==> config.mk <==
export PLATFORM = sky130hd
export DESIGN_NAME = uturn_controller
export DESIGN_NICKNAME = d
export VERILOG_FILES = /design/src/rtl/robot_pkg.sv /design/src/rtl/sync_2ff.sv /design/src/rtl/uturn_controller.sv
export SDC_FILE = /design/constraint.sdc
export NUM_CORES = 1
export LEC_CHECK = 0
export ABC_AREA = 1
export CAP_MARGIN = 20
export CORE_ASPECT_RATIO = 0.9
export CORE_MARGIN = 4
export CORE_UTILIZATION = 25
export CTS_CLUSTER_SIZE = 8
export DETAILED_ROUTE_END_ITERATION = 8
export GPL_TIMING_DRIVEN = 0
export PLACE_DENSITY = 0.38
export SLEW_MARGIN = 20
export SYNTH_ARGS = -nofsm -noshare
export SYNTH_HDL_FRONTEND = slang
export SYNTH_HIERARCHICAL = 1
export SYNTH_SLANG_ARGS = --single-unit
==> constraint.sdc <==
create_clock -name clk -period 2.2 [get_ports clk]
set_input_delay 0.44 -clock clk [delete_from_list [all_inputs] [get_ports clk]]
set_output_delay 0.44 -clock clk [all_outputs]
set_load 0.05 [all_outputs]
==> src/rtl/robot_pkg.sv <==
// Shared motor command codes, U-turn controller state encoding and small helpers
// used by the drive subsystem.
package robot_pkg;

  localparam logic [1:0] MOT_STOP = 2'b00;
  localparam logic [1:0] MOT_FWD  = 2'b01;
  localparam logic [1:0] MOT_REV  = 2'b10;
  localparam logic [1:0] MOT_BRK  = 2'b11;

  typedef enum logic [2:0] {
    IDLE,
    BRAKE_IN,
    SPIN_BLIND,
    SEEK,
    ALIGN,
    BRAKE_OUT,
    WAIT_REL,
    ABORT_BRK
  } uturn_state_t;

  // Returns {left, right} motor codes for an on-the-spot spin; dir=0 spins left.
  function automatic logic [3:0] spin_pattern(input logic dir);
    return dir ? {MOT_FWD, MOT_REV} : {MOT_REV, MOT_FWD};
  endfunction

  function automatic int max3(input int a, input int b, input int c);
    int m;
    m = (a > b) ? a : b;
    return (m > c) ? m : c;
  endfunction

endpackage

==> src/rtl/sync_2ff.sv <==
// Two-flop synchroniser for asynchronous sensor inputs; output lags input by two clocks.
module sync_2ff #(
  parameter int WIDTH = 1
) (
  input  logic             clk,
  input  logic             rst,
  input  logic [WIDTH-1:0] d,
  output logic [WIDTH-1:0] q
);

  logic [WIDTH-1:0] meta;

  always_ff @(posedge clk or negedge rst) begin
    if (!rst) begin
      meta <= '0;
      q    <= '0;
    end else begin
      meta <= d;
      q    <= meta;
    end
  end

endmodule

==> src/rtl/uturn_controller.sv <==
// Owns the motor command bus: passes line-tracker commands through in IDLE and
// runs the brake / blind spin / seek / align / brake U-turn sequence on request.
module uturn_controller
  import robot_pkg::*;
#(
  parameter int BRAKE_CYC   = 50000,
  parameter int BLIND_CYC   = 200000,
  parameter int SETTLE_CYC  = 3,
  parameter int TIMEOUT_CYC = 5000000,
  parameter bit SPIN_DIR    = 1'b0
) (
  input  logic       clk,
  input  logic       rst,
  input  logic       en_tracking,
  input  logic       en_uturn,
  input  logic [1:0] track_l,
  input  logic [1:0] track_r,
  input  logic [2:0] line,
  output logic [1:0] motor_l,
  output logic [1:0] motor_r,
  output logic       uturn_finished,
  output logic       uturn_fault,
  output logic       busy
);

  localparam int PHASE_MAX = max3(BRAKE_CYC, BLIND_CYC, SETTLE_CYC);
  localparam int PW        = $clog2(PHASE_MAX + 1);
  localparam int TW        = $clog2(TIMEOUT_CYC + 1);

  localparam logic [PW-1:0] PHASE_TOP  = PW'(PHASE_MAX);
  localparam logic [PW-1:0] BRAKE_END  = PW'(BRAKE_CYC - 1);
  localparam logic [PW-1:0] BLIND_END  = PW'(BLIND_CYC - 1);
  localparam logic [PW-1:0] SETTLE_END = PW'(SETTLE_CYC - 1);
  localparam logic [TW-1:0] TO_TOP     = TW'(TIMEOUT_CYC);
  localparam logic [TW-1:0] TO_END     = TW'(TIMEOUT_CYC - 1);

  uturn_state_t  state_q, state_next;
  logic [PW-1:0] phase_cnt;
  logic [TW-1:0] to_cnt;
  logic [2:0]    line_s;
  logic          centre;
  logic          side_unused;
  logic          in_spin;
  logic          timeout_hit;
  logic          timeout_take;
  logic [1:0]    motor_l_d, motor_r_d;
  logic          finished_d, fault_d, busy_d;

  sync_2ff #(.WIDTH(3)) u_line_sync (
    .clk (clk),
    .rst (rst),
    .d   (line),
    .q   (line_s)
  );

  assign centre       = line_s[1];
  assign side_unused  = ^{line_s[2], line_s[0]};
  assign in_spin      = (state_q == SPIN_BLIND) || (state_q == SEEK) || (state_q == ALIGN);
  assign timeout_hit  = (to_cnt == TO_END);
  assign timeout_take = in_spin && en_uturn && timeout_hit;

  always_ff @(posedge clk or negedge rst) begin
    if (!rst) state_q <= IDLE;
    else      state_q <= state_next;
  end

  // Abort has priority over timeout, which has priority over normal progress.
  always_comb begin
    state_next = state_q;
    case (state_q)
      IDLE:       if (en_uturn) state_next = BRAKE_IN;
      BRAKE_IN: begin
        if (!en_uturn)                   state_next = ABORT_BRK;
        else if (phase_cnt == BRAKE_END) state_next = SPIN_BLIND;
      end
      SPIN_BLIND: begin
        if (!en_uturn)                   state_next = ABORT_BRK;
        else if (timeout_hit)            state_next = BRAKE_OUT;
        else if (phase_cnt == BLIND_END) state_next = SEEK;
      end
      SEEK: begin
        if (!en_uturn)        state_next = ABORT_BRK;
        else if (timeout_hit) state_next = BRAKE_OUT;
        else if (centre)      state_next = ALIGN;
      end
      ALIGN: begin
        if (!en_uturn)                    state_next = ABORT_BRK;
        else if (timeout_hit)             state_next = BRAKE_OUT;
        else if (!centre)                 state_next = SEEK;
        else if (phase_cnt == SETTLE_END) state_next = BRAKE_OUT;
      end
      BRAKE_OUT:  if (phase_cnt == BRAKE_END) state_next = WAIT_REL;
      WAIT_REL:   if (!en_uturn) state_next = IDLE;
      ABORT_BRK:  if (phase_cnt == BRAKE_END) state_next = IDLE;
      default:    state_next = IDLE;
    endcase
  end

  // Outputs are decoded from the next state so they register alongside it.
  always_comb begin
    motor_l_d  = MOT_STOP;
    motor_r_d  = MOT_STOP;
    busy_d     = (state_next != IDLE);
    finished_d = (state_q == BRAKE_OUT) && (state_next == WAIT_REL);
    fault_d    = uturn_fault;
    case (state_next)
      IDLE: begin
        if (en_tracking) begin
          motor_l_d = track_l;
          motor_r_d = track_r;
        end
      end
      BRAKE_IN, BRAKE_OUT, ABORT_BRK: begin
        motor_l_d = MOT_BRK;
        motor_r_d = MOT_BRK;
      end
      SPIN_BLIND, SEEK, ALIGN: {motor_l_d, motor_r_d} = spin_pattern(SPIN_DIR);
      default: ;
    endcase
    if ((state_q == IDLE) && (state_next == BRAKE_IN)) fault_d = 1'b0;
    if (timeout_take) fault_d = 1'b1;
  end

  always_ff @(posedge clk or negedge rst) begin
    if (!rst) begin
      motor_l        <= MOT_STOP;
      motor_r        <= MOT_STOP;
      uturn_finished <= 1'b0;
      uturn_fault    <= 1'b0;
      busy           <= 1'b0;
    end else begin
      motor_l        <= motor_l_d;
      motor_r        <= motor_r_d;
      uturn_finished <= finished_d;
      uturn_fault    <= fault_d;
      busy           <= busy_d;
    end
  end

  // Phase counter restarts on every state change; timeout counter spans the whole spin.
  always_ff @(posedge clk or negedge rst) begin
    if (!rst) begin
      phase_cnt <= '0;
      to_cnt    <= '0;
    end else begin
      if (state_next != state_q)   phase_cnt <= '0;
      else if (phase_cnt != PHASE_TOP) phase_cnt <= phase_cnt + PW'(1);
      if ((state_next == SPIN_BLIND) && (state_q != SPIN_BLIND)) to_cnt <= '0;
      else if (in_spin && (to_cnt != TO_TOP))                    to_cnt <= to_cnt + TW'(1);
    end
  end

endmodule

==> impl_metrics.env <==
export IMPL_gp_congestion=0.800
export IMPL_synth_area_per_cell_sq_um=7.55
export IMPL_cts_root_buf="clkbuf_16"
export IMPL_worst_path_max_delay_cell="dfrtp_1"
export IMPL_rsz0062_at_grt="true"
export IMPL_final_common_cell="nand2_1"
export IMPL_critPathKind="flop to flop"
export IMPL_fmax_ghz=0.470
export IMPL_grt_max_degree=39
export IMPL_setup_violations=0
export IMPL_grt_usage_pct=11.1
export IMPL_wl_per_cell_microns=12.6
export IMPL_hold_worst_slack_ps=-2.65
export IMPL_final_antenna_net_count=0
export IMPL_antenna_found_initial=0
export IMPL_use_met3_pct=2.00
export IMPL_nets=500
export IMPL_synth_area_sq_um=3370
export IMPL_crit_path_start_kind="flop"
export IMPL_slowest_delay_ps=410
export IMPL_status="finished, violations left"
export IMPL_clk_latency_ps=300
export IMPL_routed_wl_mm=8.14
export IMPL_die_h_microns=118
export IMPL_first_pass_iters=4
export IMPL_cts_tree="yes"
export IMPL_dieArea_sq_um=15400
export IMPL_violations="hold timing"
export IMPL_p_int_w=0.00144
export IMPL_area_delta_synth_final_pct=27.9
export IMPL_syn_num_nets=462
export IMPL_n_fill_cell=1377
export IMPL_finalCriticalPeriod_ps=2130
export IMPL_met2_usage_pct=15.5
export IMPL_required_ps=2390
export IMPL_most_common_layout_cells="nand2_1 (91), nor2_1 (56), dfrtp_1 (53)"
export IMPL_worst_slew_pin_slew_ps=511
export IMPL_drc=0
export IMPL_overflow=0
export IMPL_power_frac_clock_pct=44.5
export IMPL_rows=39
export IMPL_layout_drive_gt1_share_pct=26.4
export IMPL_via_per_inst=4.34
export IMPL_start_util_pct=26.0
export IMPL_p_leak_nw=2.08
export IMPL_end_kind="flop"
export IMPL_slew_headroom_pct=65.8
export IMPL_grt_pass1_vias=2725
export IMPL_hp_class="input pin to asynchronous set/reset pin"
export IMPL_ctsHoldBuffers=0
export IMPL_cap_violations=0
export IMPL_core_area_sq_um=12900
export IMPL_yosys_warnings=6
export IMPL_clkTransAtPathRegs_ps=70
export IMPL_placed_area_sq_um=3740
export IMPL_p_sw_w=0.000408
export IMPL_crit_chain="ha_4 > nand2_4 > inv_4 > nand2_4 > nor2_4 > nand3_2 > nand2_2 > inv_2 > nor2_4 > nand3_4 > o21ai_4 > o21ai_4 > nor2_8 > clkbuf_16 > nor2_2"
export IMPL_numCtsBuffers=5
export IMPL_met1_usage_pct=16.9
export IMPL_dr_first_iter_drc_count=151
export IMPL_fin_util_pct=33.3
export IMPL_comb_power_share_pct=2.7
export IMPL_busiest_layer="met1"
export IMPL_switching_share_pct=22.0
export IMPL_hpwl_mm=6.00
export IMPL_hold_violations=4
export IMPL_insertedDiodeCount=0
export IMPL_cp_arrival_ps=2320
export IMPL_die_w_microns=130
export IMPL_synthCells=446
export IMPL_final_area_sq_um=4310
export IMPL_ir_drop_mv=0.246
export IMPL_power_w=0.00185
export IMPL_cts_sinks=53
export IMPL_slew_violations=0
export IMPL_p_per_area_nw_per_um2=430
export IMPL_cts_max_path_buffers=2
export IMPL_io_buffers=15
export IMPL_ios=18
export IMPL_via_count=2810
export IMPL_grt_pass1_wl_mm=13.7
export IMPL_area_sequential_sq_um=1330
export IMPL_cts_max_level=2
export IMPL_timing_final_crit_share_pct=96.6
export IMPL_seq_power_share_pct=52.8
export IMPL_path_max_fanout=5
export IMPL_fin_skew_ps=6.41
export IMPL_multi_input_comb_area_sq_um=1990
[worst max-delay path: cells and delay by family, from the launching register on]
family	cells	cell delay, ps
AOI/OAI and AO/OA	2	320
adders and majority gates	1	170
buffers and inverters	3	310
DFF	1	410
and+or+nand+nor	9	790
[layout make-up]
cell class / count / share of cell area [%]
timing repair buffer: 31 / 7.82
buffer: 4 / 1.19
inverter: 65 / 5.90
clock buffer: 6 / 3.22
tap: 164 / 4.76
clock inverter: 1 / 0.174
multi-input combinational: 324 / 46.1
sequential: 53 / 30.8
[power by group through the flow]
stage	registers, W	clock network, W	logic [W]
floorplan	0.000996	0	0.00000828
global placement	0.000996	0	0.0000483
detailed placement	0.000996	0	0.0000523
CTS	0.000976	0.000863	0.0000525
global route	0.000977	0.000894	0.0000589
finish	0.000977	0.000823	0.0000502
[repair_timing]
item	in CTS	in global routing
setup endpoints to repair	37	46
pin swaps	6	15
resized for setup	10	64
gates cloned	1	1
setup buffers	9	4
[registers in the layout, indices dropped and copies added, names as in the netlist]
| register | cells |
|---|---|
| state_q | 3 |
| uturn_finished | 1 |
| u_line_sync/meta | 1 |
| u_line_sync/q | 1 |
| to_cnt | 23 |
| busy | 1 |
| phase_cnt | 18 |
| motor_l | 2 |
| uturn_fault | 1 |
| motor_r | 2 |
[through the flow]
| step | hold WS [ps] | cells | setup TNS [ps] | setup slack (ps) |
|---|---|---|---|---|
| 6_report | -2.65 | 648 | 0 | 74.4 |
| 3_3_place_gp | 339 | 625 | -72540 | -1210 |
| 5_1_grt | 11.9 | 648 | -1240 | -62.7 |
| 3_5_place_dp | 325 | 626 | -9470 | -324 |
| 2_1_floorplan | 144 | 446 | 0 | 244 |
| 4_1_cts | 0.663 | 643 | -232 | -19.7 |
[worst paths after layout]
| kind | start | to | slack, ps | depth (start not counted) |
|---|---|---|---|---|
| worst max-delay path | phase_cnt[0] | to_cnt[8] | 70 | 15 |
| worst min-delay path | rst | phase_cnt[2] | -3 | 1 |
| worst max register to register | phase_cnt[0] | to_cnt[8] | 70 | 15 |
| worst min register to register | u_line_sync/meta[1] | u_line_sync/q[1] | 360 | 0 |
| max in group asynchronous | rst | to_cnt[15] | 1720 | 2 |
| min in group clk | u_line_sync/meta[1] | u_line_sync/q[1] | 360 | 0 |
[layer usage]
metal	vias up	wire, microns
met2	33	3300
met1	1304	4480
met4	0	122
met3	6	243
li1	1467	-
met5	-	0
Power figures use the tool's default switching activity.
